--- config.mk ---
export PLATFORM = sky130hd
export DESIGN_NAME = fifo_unpacker
export DESIGN_NICKNAME = d
export VERILOG_FILES = /design/src/rtl/stream_pkg.sv /design/src/rtl/fifo_unpacker.sv
export SDC_FILE = /design/constraint.sdc
export NUM_CORES = 1
export LEC_CHECK = 0
export CORE_AREA = 2 2 91 58
export CTS_CLUSTER_DIAMETER = 120
export DETAILED_ROUTE_END_ITERATION = 7
export DIE_AREA = 0 0 93 60
export PLACE_DENSITY_LB_ADDON = 0.08
export SYNTH_ARGS = -nofsm -noshare
export SYNTH_HDL_FRONTEND = slang
export SYNTH_SLANG_ARGS = --single-unit
export TNS_END_PERCENT = 50
--- constraint.sdc ---
create_clock -name clk -period 1.9 [get_ports clk]
set_input_delay 0.285 -clock clk [delete_from_list [all_inputs] [get_ports clk]]
set_output_delay 0.285 -clock clk [all_outputs]
set_load 0.05 [all_outputs]
--- src/rtl/stream_pkg.sv ---
// -----------------------------------------------------------------------------
// stream_pkg
//   Shared types and elaboration helpers for the FIFO-side stream blocks.
//
//   Contents:
//     unpk_state_e  - two-state job controller encoding for fifo_unpacker
//     lanes_f       - number of OUT_WIDTH lanes packed into one IN_WIDTH word
//     lane_w_f      - width of a lane index (never narrower than one bit)
//     cfg_ok_f      - legality check for an IN_WIDTH / OUT_WIDTH pairing
// -----------------------------------------------------------------------------
package stream_pkg;

  typedef enum logic {
    IDLE = 1'b0,
    RUN  = 1'b1
  } unpk_state_e;

  // Lanes per packed word; returns 0 for a degenerate element width so the
  // legality check below can reject it instead of dividing by zero.
  function automatic int lanes_f(input int in_w, input int out_w);
    if (out_w <= 0) return 0;
    return in_w / out_w;
  endfunction

  // A single-lane word still needs a one-bit lane register.
  function automatic int lane_w_f(input int lanes);
    if (lanes <= 2) return 1;
    return $clog2(lanes);
  endfunction

  // The packed word must split into a whole number of elements, at least one.
  function automatic bit cfg_ok_f(input int in_w, input int out_w);
    if (out_w <= 0) return 1'b0;
    if (in_w % out_w != 0) return 1'b0;
    return lanes_f(in_w, out_w) >= 1;
  endfunction

endpackage : stream_pkg

--- src/rtl/fifo_unpacker.sv ---
// -----------------------------------------------------------------------------
// fifo_unpacker
//   Pops IN_WIDTH-bit packed words from an FWFT FIFO and emits OUT_WIDTH-bit
//   elements on a valid/ready stream, lowest lane first. A job is bounded by a
//   programmed element count; a partial final word is popped after its last
//   used lane and its remaining lanes are dropped.
//
//   Ports:
//     clk          clock, all logic on the rising edge
//     rstn         asynchronous active-low reset
//     start        one-cycle job launch, honoured only while idle
//     total_elems  element count of the job, sampled when start is accepted
//     busy         high while a job is running
//     done         one-cycle pulse after the final element handshake
//     fifo_dout    head word of the FWFT FIFO
//     fifo_empty   FIFO empty flag
//     fifo_pop     pop strobe, same cycle as the handshake that retires a word
//     out_valid    element valid
//     out_data     element value
//     out_last     marks the final element of the job
//     out_ready    downstream accept
// -----------------------------------------------------------------------------
module fifo_unpacker
  import stream_pkg::*;
#(
  parameter int IN_WIDTH  = 64,
  parameter int OUT_WIDTH = 16,
  parameter int CNT_W     = 16
) (
  input  logic                 clk,
  input  logic                 rstn,
  input  logic                 start,
  input  logic [CNT_W-1:0]     total_elems,
  output logic                 busy,
  output logic                 done,
  input  logic [IN_WIDTH-1:0]  fifo_dout,
  input  logic                 fifo_empty,
  output logic                 fifo_pop,
  output logic                 out_valid,
  output logic [OUT_WIDTH-1:0] out_data,
  output logic                 out_last,
  input  logic                 out_ready
);

  localparam int                LANES     = lanes_f(IN_WIDTH, OUT_WIDTH);
  localparam int                LANE_W    = lane_w_f(LANES);
  localparam logic [LANE_W-1:0] LAST_LANE = LANE_W'(LANES - 1);
  localparam logic [LANE_W-1:0] LANE_ONE  = LANE_W'(1);
  localparam logic [CNT_W-1:0]  CNT_ONE   = CNT_W'(1);
  localparam logic [CNT_W-1:0]  CNT_ZERO  = '0;

  // ---------------------------------------------------------------------------
  // Elaboration-time configuration checks
  // ---------------------------------------------------------------------------
  if (!cfg_ok_f(IN_WIDTH, OUT_WIDTH)) begin : g_cfg_err
    $error("fifo_unpacker: IN_WIDTH must be a non-zero multiple of OUT_WIDTH");
  end

  if (CNT_W < 1) begin : g_cnt_err
    $error("fifo_unpacker: CNT_W must be at least 1");
  end

  // ---------------------------------------------------------------------------
  // State
  // ---------------------------------------------------------------------------
  unpk_state_e             state_q,     state_d;
  logic [LANE_W-1:0]       lane_q,      lane_d;
  logic [CNT_W-1:0]        remaining_q, remaining_d;
  logic                    done_q,      done_d;

  // Stream-side decode shared by next-state and output logic.
  logic                    hs;          // element accepted this cycle
  logic                    final_elem;  // the head element is the job's last
  logic                    word_end;    // the head element retires its word

  assign final_elem = (remaining_q == CNT_ONE);
  assign word_end   = (lane_q == LAST_LANE) || final_elem;
  assign hs         = out_valid && out_ready;

  // ---------------------------------------------------------------------------
  // State register
  // ---------------------------------------------------------------------------
  // NOTE: sequential state uses non-blocking assignments only, so every flop
  // samples the pre-edge value of every other flop regardless of block order.
  always_ff @(posedge clk or negedge rstn) begin
    if (!rstn) begin
      state_q     <= IDLE;
      lane_q      <= '0;
      remaining_q <= '0;
      done_q      <= 1'b0;
    end else begin
      state_q     <= state_d;
      lane_q      <= lane_d;
      remaining_q <= remaining_d;
      done_q      <= done_d;
    end
  end

  // ---------------------------------------------------------------------------
  // Next-state logic
  // ---------------------------------------------------------------------------
  // NOTE: every variable assigned here gets a default first; a path that left
  // one unassigned would infer a latch to hold its old value.
  always_comb begin
    state_d     = state_q;
    lane_d      = lane_q;
    remaining_d = remaining_q;
    done_d      = 1'b0;

    unique case (state_q)
      IDLE: begin
        if (start) begin
          if (total_elems != CNT_ZERO) begin
            remaining_d = total_elems;
            lane_d      = '0;
            state_d     = RUN;
          end else begin
            // An empty job completes immediately without touching the FIFO.
            done_d = 1'b1;
          end
        end
      end

      RUN: begin
        // start is deliberately ignored here: the running count is never
        // reloaded. remaining only decrements on a handshake with
        // remaining >= 1, and the job exits on remaining == 1, so the counter
        // cannot wrap.
        if (hs) begin
          remaining_d = remaining_q - CNT_ONE;
          lane_d      = word_end ? '0 : lane_q + LANE_ONE;
          if (final_elem) begin
            state_d = IDLE;
            done_d  = 1'b1;
          end
        end
      end

      default: begin
        state_d = IDLE;
      end
    endcase
  end

  // ---------------------------------------------------------------------------
  // Output logic
  // ---------------------------------------------------------------------------
  always_comb begin
    busy      = (state_q == RUN);
    // Zero-latency path from the FWFT head: valid follows the empty flag
    // directly, so an underrun simply drops valid and freezes all state.
    out_valid = (state_q == RUN) && !fifo_empty;
    out_last  = out_valid && final_elem;
    // The word is released in the same cycle its last used lane is accepted;
    // hs already implies RUN and a non-empty FIFO.
    fifo_pop  = hs && word_end;
    done      = done_q;
    // Lane mux; the value is don't-care while out_valid is low.
    out_data  = fifo_dout[int'(lane_q) * OUT_WIDTH +: OUT_WIDTH];
  end

endmodule : fifo_unpacker

# After elaboration in Yosys (flattened, before gate mapping)
# Cells that the tools add are included.
[classes]
n_mul = 0
n_reduce_logical = 8
n_div = 0
n_mux = 19
n_eq_ne = 5
n_shift = 1
n_bitwise = 1
n_lt_le_gt_ge = 0
add_sub_neg = 2
[ops]
columns = ["cell", "count"]
rows = [
  ["64-bit by 7-bit indexed part select with 16-bit output", 1],
  ["16-bit two-way mux", 3],
  ["16-bit case mux with 2 select lines", 1],
  ["16-bit by 1-bit equality test with 1-bit output, second input constant", 1],
  ["16-bit nonzero test", 1],
  ["16-bit by 1-bit subtractor with 16-bit output, second input constant", 1],
  ["1-bit two-way mux", 8],
  ["2-bit two-way mux", 4],
  ["1-bit logical AND", 4],
  ["2-bit inequality test, second input constant", 2],
  ["1-bit case mux with 2 select lines", 2],
  ["2-bit case mux with 2 select lines", 1],
  ["3-bit AND reduction", 1],
  ["2-bit by 1-bit adder with 2-bit output, second input constant", 1],
  ["2-bit equality test, second input constant", 1],
  ["2-bit by 1-bit inequality test with 1-bit output, second input constant", 1],
  ["1-bit zero test", 1],
  ["1-bit logical OR", 1],
  ["1-bit inverter", 1],
]
[word_totals]
memories = 0
inputBits = 85
word_cells = 40
regBits = 20
mem_bits_rw = 0
romBits = 0
output_inout_bits = 21
latchBits = 0

# Logic depth before layout (Yosys ltp)
# Gate-level depths: netlist (run 1).
[depth]
word_depth = 5
depth_mapped = 6
mapped_depth_nobuf = 6

# Worst setup path after synthesis (run 1)
# No wires, ideal clock.
[synth_path]
path_type = "register to output"
start = "register state_q (netlist: busy)"
end = "output fifo_pop"
slack_ns = -1.206
n_path_buf = 1
t_required_ns = 1.615
arrival_time_ns = 2.821
path_stages_with_launch = 5
path_cell_list = "dfrtp_1 > nor2b_1 > nand2_1 > clkbuf_1 > a21oi_1"
[synth_between]
elab_chain_len = 3
[synth_lines]
columns = ["item", "line", "source"]
rows = [
  ["start, declared", "fifo_unpacker.sv:66", "unpk_state_e state_q, state_d;"],
  ["start signal, assigned", "fifo_unpacker.sv:92", "state_q <= state_d;"],
  ["1-bit logical AND", "fifo_unpacker.sv:152", "out_valid = (state_q == RUN) && !fifo_empty;"],
  ["named net out_valid", "fifo_unpacker.sv:39", "output logic out_valid,"],
  ["1-bit logical AND", "fifo_unpacker.sv:78", "assign hs = out_valid && out_ready;"],
  ["1-bit logical AND", "fifo_unpacker.sv:156", "fifo_pop = hs && word_end;"],
  ["end, declared", "fifo_unpacker.sv:38", "output logic fifo_pop,"],
]
# The timed path passes the listed nets, and every way through them passes these cells.

# Final worst setup path (run 1)
[layout_path]
start = "register remaining_q[3]"
end = "output out_last"
[layout_between]
elab_chain_len = 2
[layout_lines]
columns = ["item", "line", "source"]
rows = [
  ["start, declared", "fifo_unpacker.sv:68", "logic [CNT_W-1:0] remaining_q, remaining_d;"],
  ["start signal, assigned", "fifo_unpacker.sv:94", "remaining_q <= remaining_d;"],
  ["16-bit by 1-bit equality test with 1-bit output", "fifo_unpacker.sv:76", "assign final_elem = (remaining_q == CNT_ONE);"],
  ["1-bit logical AND", "fifo_unpacker.sv:153", "out_last = out_valid && final_elem;"],
  ["end, declared", "fifo_unpacker.sv:41", "output logic out_last,"],
]
# No other way between the ends.

==> summary.txt, run 1 <==
status - complete, but fails checks
violated checks - negative setup slack
I/O pin cnt - 106
DP Wirelength - 5670 um
Area Overhead vs Synth - 94.6%
commonest cells after routing, fill and taps aside - 85 x clkdlybuf4s50_1, 43 x buf_4, 18 x dfrtp_1
post-DR vias/cell - 5.64
cell area after layout - 3440 sq um
floorplan core area - 4800 sq um
initial DRC count - 123
Crit Path Category - flip-flop to output pin
Crit Path Max Fanout - 2
post-synthesis simple-gate area fraction - 20.1%
diode count - 0
CTS tree - built
Post-Syn Area - 1770 sq um
full die area - 5580 sq um
unrepaired setup endpoints after global routing - yes
Final Cycle Share - 111%
ANT nets after route - 0
Synth Area in Compound Gates - 23.2%
Syn Nets - 253
Mapped Cells - 165
drt pass-1 iters - 4
GRT Total Usage - 24.7%
EDFF count, synth - 0
ys async rst share - 100%
Least-Margin Pin Slew - 487 ps
GRT overflow - 0
Max Cap Viol - 0
Largest stage delay, worst path - 570 ps
CTS H-tree depth - 1
share of cells above drive strength 1 - 35.2%
flop-to-flop setup slack - 10 ps
final setup fails - 2
WP data arrival - 1830 ps
Leak - 0.00133 uW
fin. max-slew vios - 0
Synth Warn # - 0
# clock sinks - 20
Worst setup EP type - output pin
first-pass GRT wire length - 10,400 um
mean routed wirelength per cell - 18.7 um
cell family with the largest share of critical-path delay - simple AND/OR/NAND/NOR gates
worst endpoint required time - 1620 ps
Hold Fails Final Rpt - 0
Tot Pwr - 3450 uW
Clock Path Buffers - 2
sequential area share after synthesis - 28.3%
Remaining DRCs - 0
gp weighted congestion - 0.894
distinct cell type count after synthesis - 50
Final Worst Setup Slack - -217 ps
post-synthesis adder-cell area fraction - 2.13%
Main synth FF type - dfrtp_1
vias in the first global route - 2,007
Routed Wire Length - 7030 um
peak supply drop - 0.535 mV
skew final - 3.23 ps
initial core utilization - 36.7%
Yosys reg bits - 20
Inserted Clock Buffers - 3
mux share of post-synthesis cell area - 22.2%
Clock Latency Late Sink - 260 ps
die height - 60 um
# port buffers - 105
Worst Reg-to-Reg Cells - 6
Hold Crit Class - input port to asynchronous set/reset pin
Hold-fix buffers, CTS - 0
most common cell after layout, fill and taps aside - clkdlybuf4s50_1
Final #Nets - 399
Reg2Reg Capture Point - remaining_q[7]
row cnt - 20
fmax - 472 MHz
CTS clk-pin slew, worst paths - 80 ps
DP Area - 3220 sq um
Startpoint Class - flip-flop
Slew HR - 67.4%
Die X - 93 um
Mean Syn Cell Area - 10.7 sq um
final critical-path required period - 2120 ps
initial antenna violation count - 0
Final Util - 71.5%
Synth Area in XOR/XNOR - 0%
CTS root buf - clkbuf_8
pre-CTS WS - -102 ps
Critical path buffers and inverters - 1
Crit-path slowest cell - or4_4
Reg-to-Reg Start - remaining_q[3]
main combinational cell family by area after synthesis - compound AO/OA/AOI/OAI gates
PD cells - 1000 nW/um^2
routed via count - 2,119
crit-path cells - or4_4 > nor2_4 > nand3_4 > nor3_4 > buf_12
largest net degree at the start of global routing - 34
==> cells by family after synthesis <==
family / count (synthesis)
simple gates: 55
fa+ha+maj: 3
compound gates: 53
buf+inv: 15
mux: 19
flops: 20
==> Yosys cell counts (all sizes together), types with 2 or more instances <==
cell	instances	share of area [%]
dfrtp	20	28
nor2	18	4.4
mux4	16	20
o22a	10	5.0
a31oi	8	2.8
nor4	7	5.1
a22oi	6	2.6
clkbuf	6	1.3
nand3	6	1.7
nand4	6	2.1
buf	5	1.8
a21oi	4	1.1
a2bb2oi	4	2.0
inv	4	0.85
nor3	4	1.1
o21ai	4	1.1
a32oi	3	1.5
ha	3	2.1
nand2	3	0.64
a41o	2	1.1
a41oi	2	0.99
and3	2	0.71
mux2i	2	1.1
o211ai	2	0.85
o311a	2	1.1
==> state kept, by name, summed over array words and instances, names as in the netlist <==
signal       flops
remaining_q     16
lane_q           2
busy             1
done             1
==> how the worst max path moves through the flow <==
stage                          startpoint         endpoint  slack (ps)  cells after the start
after floorplan            remaining_q[2]         out_last        -100                      4
after global placement    total_elems[13]        lane_q[0]         -50                      7
after detailed placement  total_elems[14]  remaining_q[14]        -100                      7
after CTS                  remaining_q[5]         out_last        -220                      5
after global routing       remaining_q[3]         out_last        -310                      5
final                      remaining_q[3]         out_last        -220                      5
==> area by class of cell <==
type | count | area [sq um]
repair buffers | 152 | 1520
fillers | 373 | 1370
multi-input cells | 130 | 1260
flip-flops and latches | 20 | 503
well taps | 66 | 82.6
clock buffers | 4 | 55.1
inverters | 4 | 15.0
==> per-layer routing <==
metal / track usage [%] / share of wire, % / wire length, um
met1: 35.9 / 43 / 3040
met2: 36.1 / 47 / 3330
met3: 8.32 / 9.0 / 635
met4: 4.41 / 0.30 / 21
met5: 0 / 0 / 0
==> metrics by stage <==
stage               setup TNS, ps  instances  hold WS (ps)
global placement             -215        364           511
finish                       -431        376           356
global route                -1010        376           386
detailed placement          -1170        364           505
CTS                          -424        371           373
floorplan                    -157        165         -10.6
==> what timing repair did <==
item                       4_1_cts  5_1_grt
setup endpoints to repair        3       24
gates cloned                     0        2
buffers inserted                 3        3
resized for setup                1       20
pin swaps                        5        1
==> where the power goes <==
group,switching (uW),internal (uW)
clock,155,185
combinational,1250,1150
sequential,142,568
==> worst reg2reg max path, cell delays in order (launching register included) <==
cell and delay (ps):
dfrtp_1 400, or4_4 570, buf_4 160, buf_4 120, o311a_1 310, a31oi_1 130, o21ai_1 80
No activity file was read; power rests on OpenSTA's default activity.
==> inputs of run 2 (changes only) <==
--- a/config.mk
+++ b/config.mk
@@ -5,10 +5,10 @@
 export SDC_FILE = /design/constraint.sdc
 export NUM_CORES = 1
 export LEC_CHECK = 0
-export CORE_AREA = 2 2 91 58
+export CORE_AREA = 8 8 97 64
 export CTS_CLUSTER_DIAMETER = 120
 export DETAILED_ROUTE_END_ITERATION = 7
-export DIE_AREA = 0 0 93 60
+export DIE_AREA = 0 0 105 72
 export PLACE_DENSITY_LB_ADDON = 0.08
 export SYNTH_ARGS = -nofsm -noshare
 export SYNTH_HDL_FRONTEND = slang
==> run 2 against run 1 <==
  * The run still ends with negative setup slack left
  * Final area shrank 2.1%
  * Hold slack improved by 0.63 ps
  * Sequential cell count unchanged
  * Die area rose by 35%
  * Global-route usage decreased by 5.9 points
  * Clock power fell by 2%
  * Critical path depth is the same
  * Critical path type unchanged
  * Non-clock buffer count up 1
  * Routed wire length is 7.7% higher
  * Register-to-register slack barely moved
==> summary.txt, run 2 (synthesis gave the netlist of run 1 again) <==
fin. max-slew vios - 0 (unchanged)
initial antenna violation count - 0 (unchanged)
# clock sinks - 20 (unchanged)
DP Area - 3230 sq um (was 3220 sq um)
CTS H-tree depth - 1 (unchanged)
Max Cap Viol - 0 (unchanged)
CTS root buf - clkbuf_8 (unchanged)
violated checks - negative setup slack (unchanged)
initial DRC count - 139 (was 123)
Hold Fails Final Rpt - 0 (unchanged)
diode count - 0 (unchanged)
PD cells - 989 nW/um^2 (was 1000 nW/um^2)
WP data arrival - 1810 ps (was 1830 ps)
final setup fails - 2 (unchanged)
WL met2 - 3810 um (was 3330 um)
sequential power share - 21.1% (was 20.6%)
Worst setup EP type - output pin (unchanged)
largest net degree at the start of global routing - 25 (was 34)
final critical-path required period - 2090 ps (was 2120 ps)
Largest regs - remaining_q: 16 flops, lane_q: 2 flops (unchanged)
hold slack - 357 ps (was 356 ps)
Largest stage delay, worst path - 590 ps (was 570 ps)
gp weighted congestion - 0.945 (was 0.894)
Critical path buffers and inverters - 1 (unchanged)
Comb pwr share - 68.8% (was 69.6%)
Slew HR - 63.9% (was 67.4%)
first-pass GRT wire length - 11,300 um (was 10,400 um)
Die X - 105 um (was 93 um)
commonest cells after routing, fill and taps aside - 85 x clkdlybuf4s50_1, 56 x buf_4, 19 x dfrtp_1 (was 85 x clkdlybuf4s50_1, 43 x buf_4, 18 x dfrtp_1)
Hold-fix buffers, CTS - 0 (unchanged)
Remaining DRCs - 0 (unchanged)
Final Worst Setup Slack - -195 ps (was -217 ps)
share of cells above drive strength 1 - 35.4% (was 35.2%)
Crit Path Max Fanout - 2 (unchanged)
Reg-to-Reg Start - remaining_q[3] (unchanged)
Final Cycle Share - 110% (was 111%)
die height - 72 um (was 60 um)
Hold Crit Class - input port to asynchronous set/reset pin (unchanged)
Area Overhead vs Synth - 90.4% (was 94.6%)
Reg2Reg Capture Point - lane_q[1] (was remaining_q[7])
flop-to-flop setup slack - 10 ps (about the same)
Crit-path slowest cell - or4_4 (unchanged)
mean routed wirelength per cell - 20.1 um (was 18.7 um)
Startpoint Class - flip-flop (unchanged)
Clock Path Buffers - 2 (unchanged)
Crit Path Category - flip-flop to output pin (unchanged)
GRT Total Usage - 18.8% (was 24.7%)
row cnt - 20 (unchanged)
non-filler instance count after layout - 377 (was 376)
Inserted Clock Buffers - 3 (unchanged)
fmax - 477 MHz (was 472 MHz)
NetSw - 1520 uW (was 1550 uW)
initial core utilization - 36.7% (unchanged)
Least-Margin Pin Slew - 540 ps (was 487 ps)
skew final - 1.65 ps (was 3.23 ps)
GRT overflow - 0 (unchanged)
status - complete, but fails checks (unchanged)
most common cell after layout, fill and taps aside - clkdlybuf4s50_1 (unchanged)
full die area - 7560 sq um (was 5580 sq um)
peak supply drop - 0.516 mV (was 0.535 mV)
cell family with the largest share of critical-path delay - simple AND/OR/NAND/NOR gates (unchanged)
Top Metal Used - met4 (unchanged)
worst endpoint required time - 1620 ps (about the same)
crit-path cells - or4_4 > nor2_4 > nand3_4 > nor3_4 > buf_12 (unchanged)
Clock Latency Late Sink - 260 ps (about the same)
switching fraction of total power - 45.7% (was 44.8%)
Routed met3 length - 533 um (was 635 um)
Final #Nets - 400 (was 399)
number of flip-flops in the largest register - 16 (unchanged)
Metal-1 WL - 3200 um (was 3040 um)
I/O pin cnt - 106 (unchanged)
ANT nets after route - 0 (unchanged)
post-DR vias/cell - 5.52 (was 5.64)
register with the most flip-flops - remaining_q (unchanged)
Routed Wire Length - 7570 um (was 7030 um)
routed via count - 2,080 (was 2,119)
Worst Reg-to-Reg Cells - 6 (unchanged)
cell area after layout - 3360 sq um (was 3440 sq um)
drt pass-1 iters - 4 (unchanged)
vias in the first global route - 2,060 (was 2,007)
pre-CTS WS - -94.6 ps (was -102 ps)
# port buffers - 105 (unchanged)
Placed Cells incl. Taps - 369 (was 364)
Crit path depth - 5 (unchanged)
DP Wirelength - 6380 um (was 5670 um)
Clock power frac - 10.1% (was 9.9%)
CTS clk-pin slew, worst paths - 80 ps (about the same)
unrepaired setup endpoints after global routing - yes (unchanged)
CTS tree - built (unchanged)
design internal power - 1810 uW (was 1900 uW)
floorplan core area - 4800 sq um (unchanged)
Leak - 0.00131 uW (was 0.00133 uW)
==> run 2: through the flow <==
step	utilization (%)	TNS (ps)	power [uW]
final	70.0	-379	3320
after global routing	70.0	-555	3490
after CTS	68.6	-434	3220
after detailed placement	67.2	-1170	2860
after global placement	67.2	-894	2840
after floorplan	-	-157	2020
==> run 2: repair_timing <==
action | CTS | global route
pin swaps | 5 | 2
endpoints found under the setup margin | 2 | 17
resized for setup | 0 | 14
setup buffers | 2 | 2
==> run 2: power groups by stage <==
stage               logic, uW  registers, uW  clock network (uW)
global placement         2150            692                   0
detailed placement       2170            697                   0
CTS                      2190            689                 345
floorplan                1290            732                   0
global route             2410            714                 359
finish                   2290            703                 334
==> run 2: layout make-up <==
class                   instances  area [sq um]
inverters                       4          15.0
multi-input cells             130          1260
fillers                       371          1440
flip-flops and latches         20           502
clock buffers                   4          55.1
well taps                      66          82.6
repair buffers                153          1450
==> run 2: how the worst max path moves through the flow <==
stage | to | startpoint | slack [ps]
floorplan | out_last | remaining_q[2] | -100
detailed placement | lane_q[0] | total_elems[13] | -90
finish | out_last | remaining_q[3] | -190
CTS | out_last | remaining_q[4] | -220
global route | out_last | remaining_q[3] | -240
global placement | lane_q[0] | total_elems[13] | -80
==> run 2: per-layer routing <==
metal  global-route usage, %  vias up
met1                    25.6     1010
li1                        -      990
met4                    2.36        0
met2                    30.4       76
met3                    4.33        4
met5                       0        -
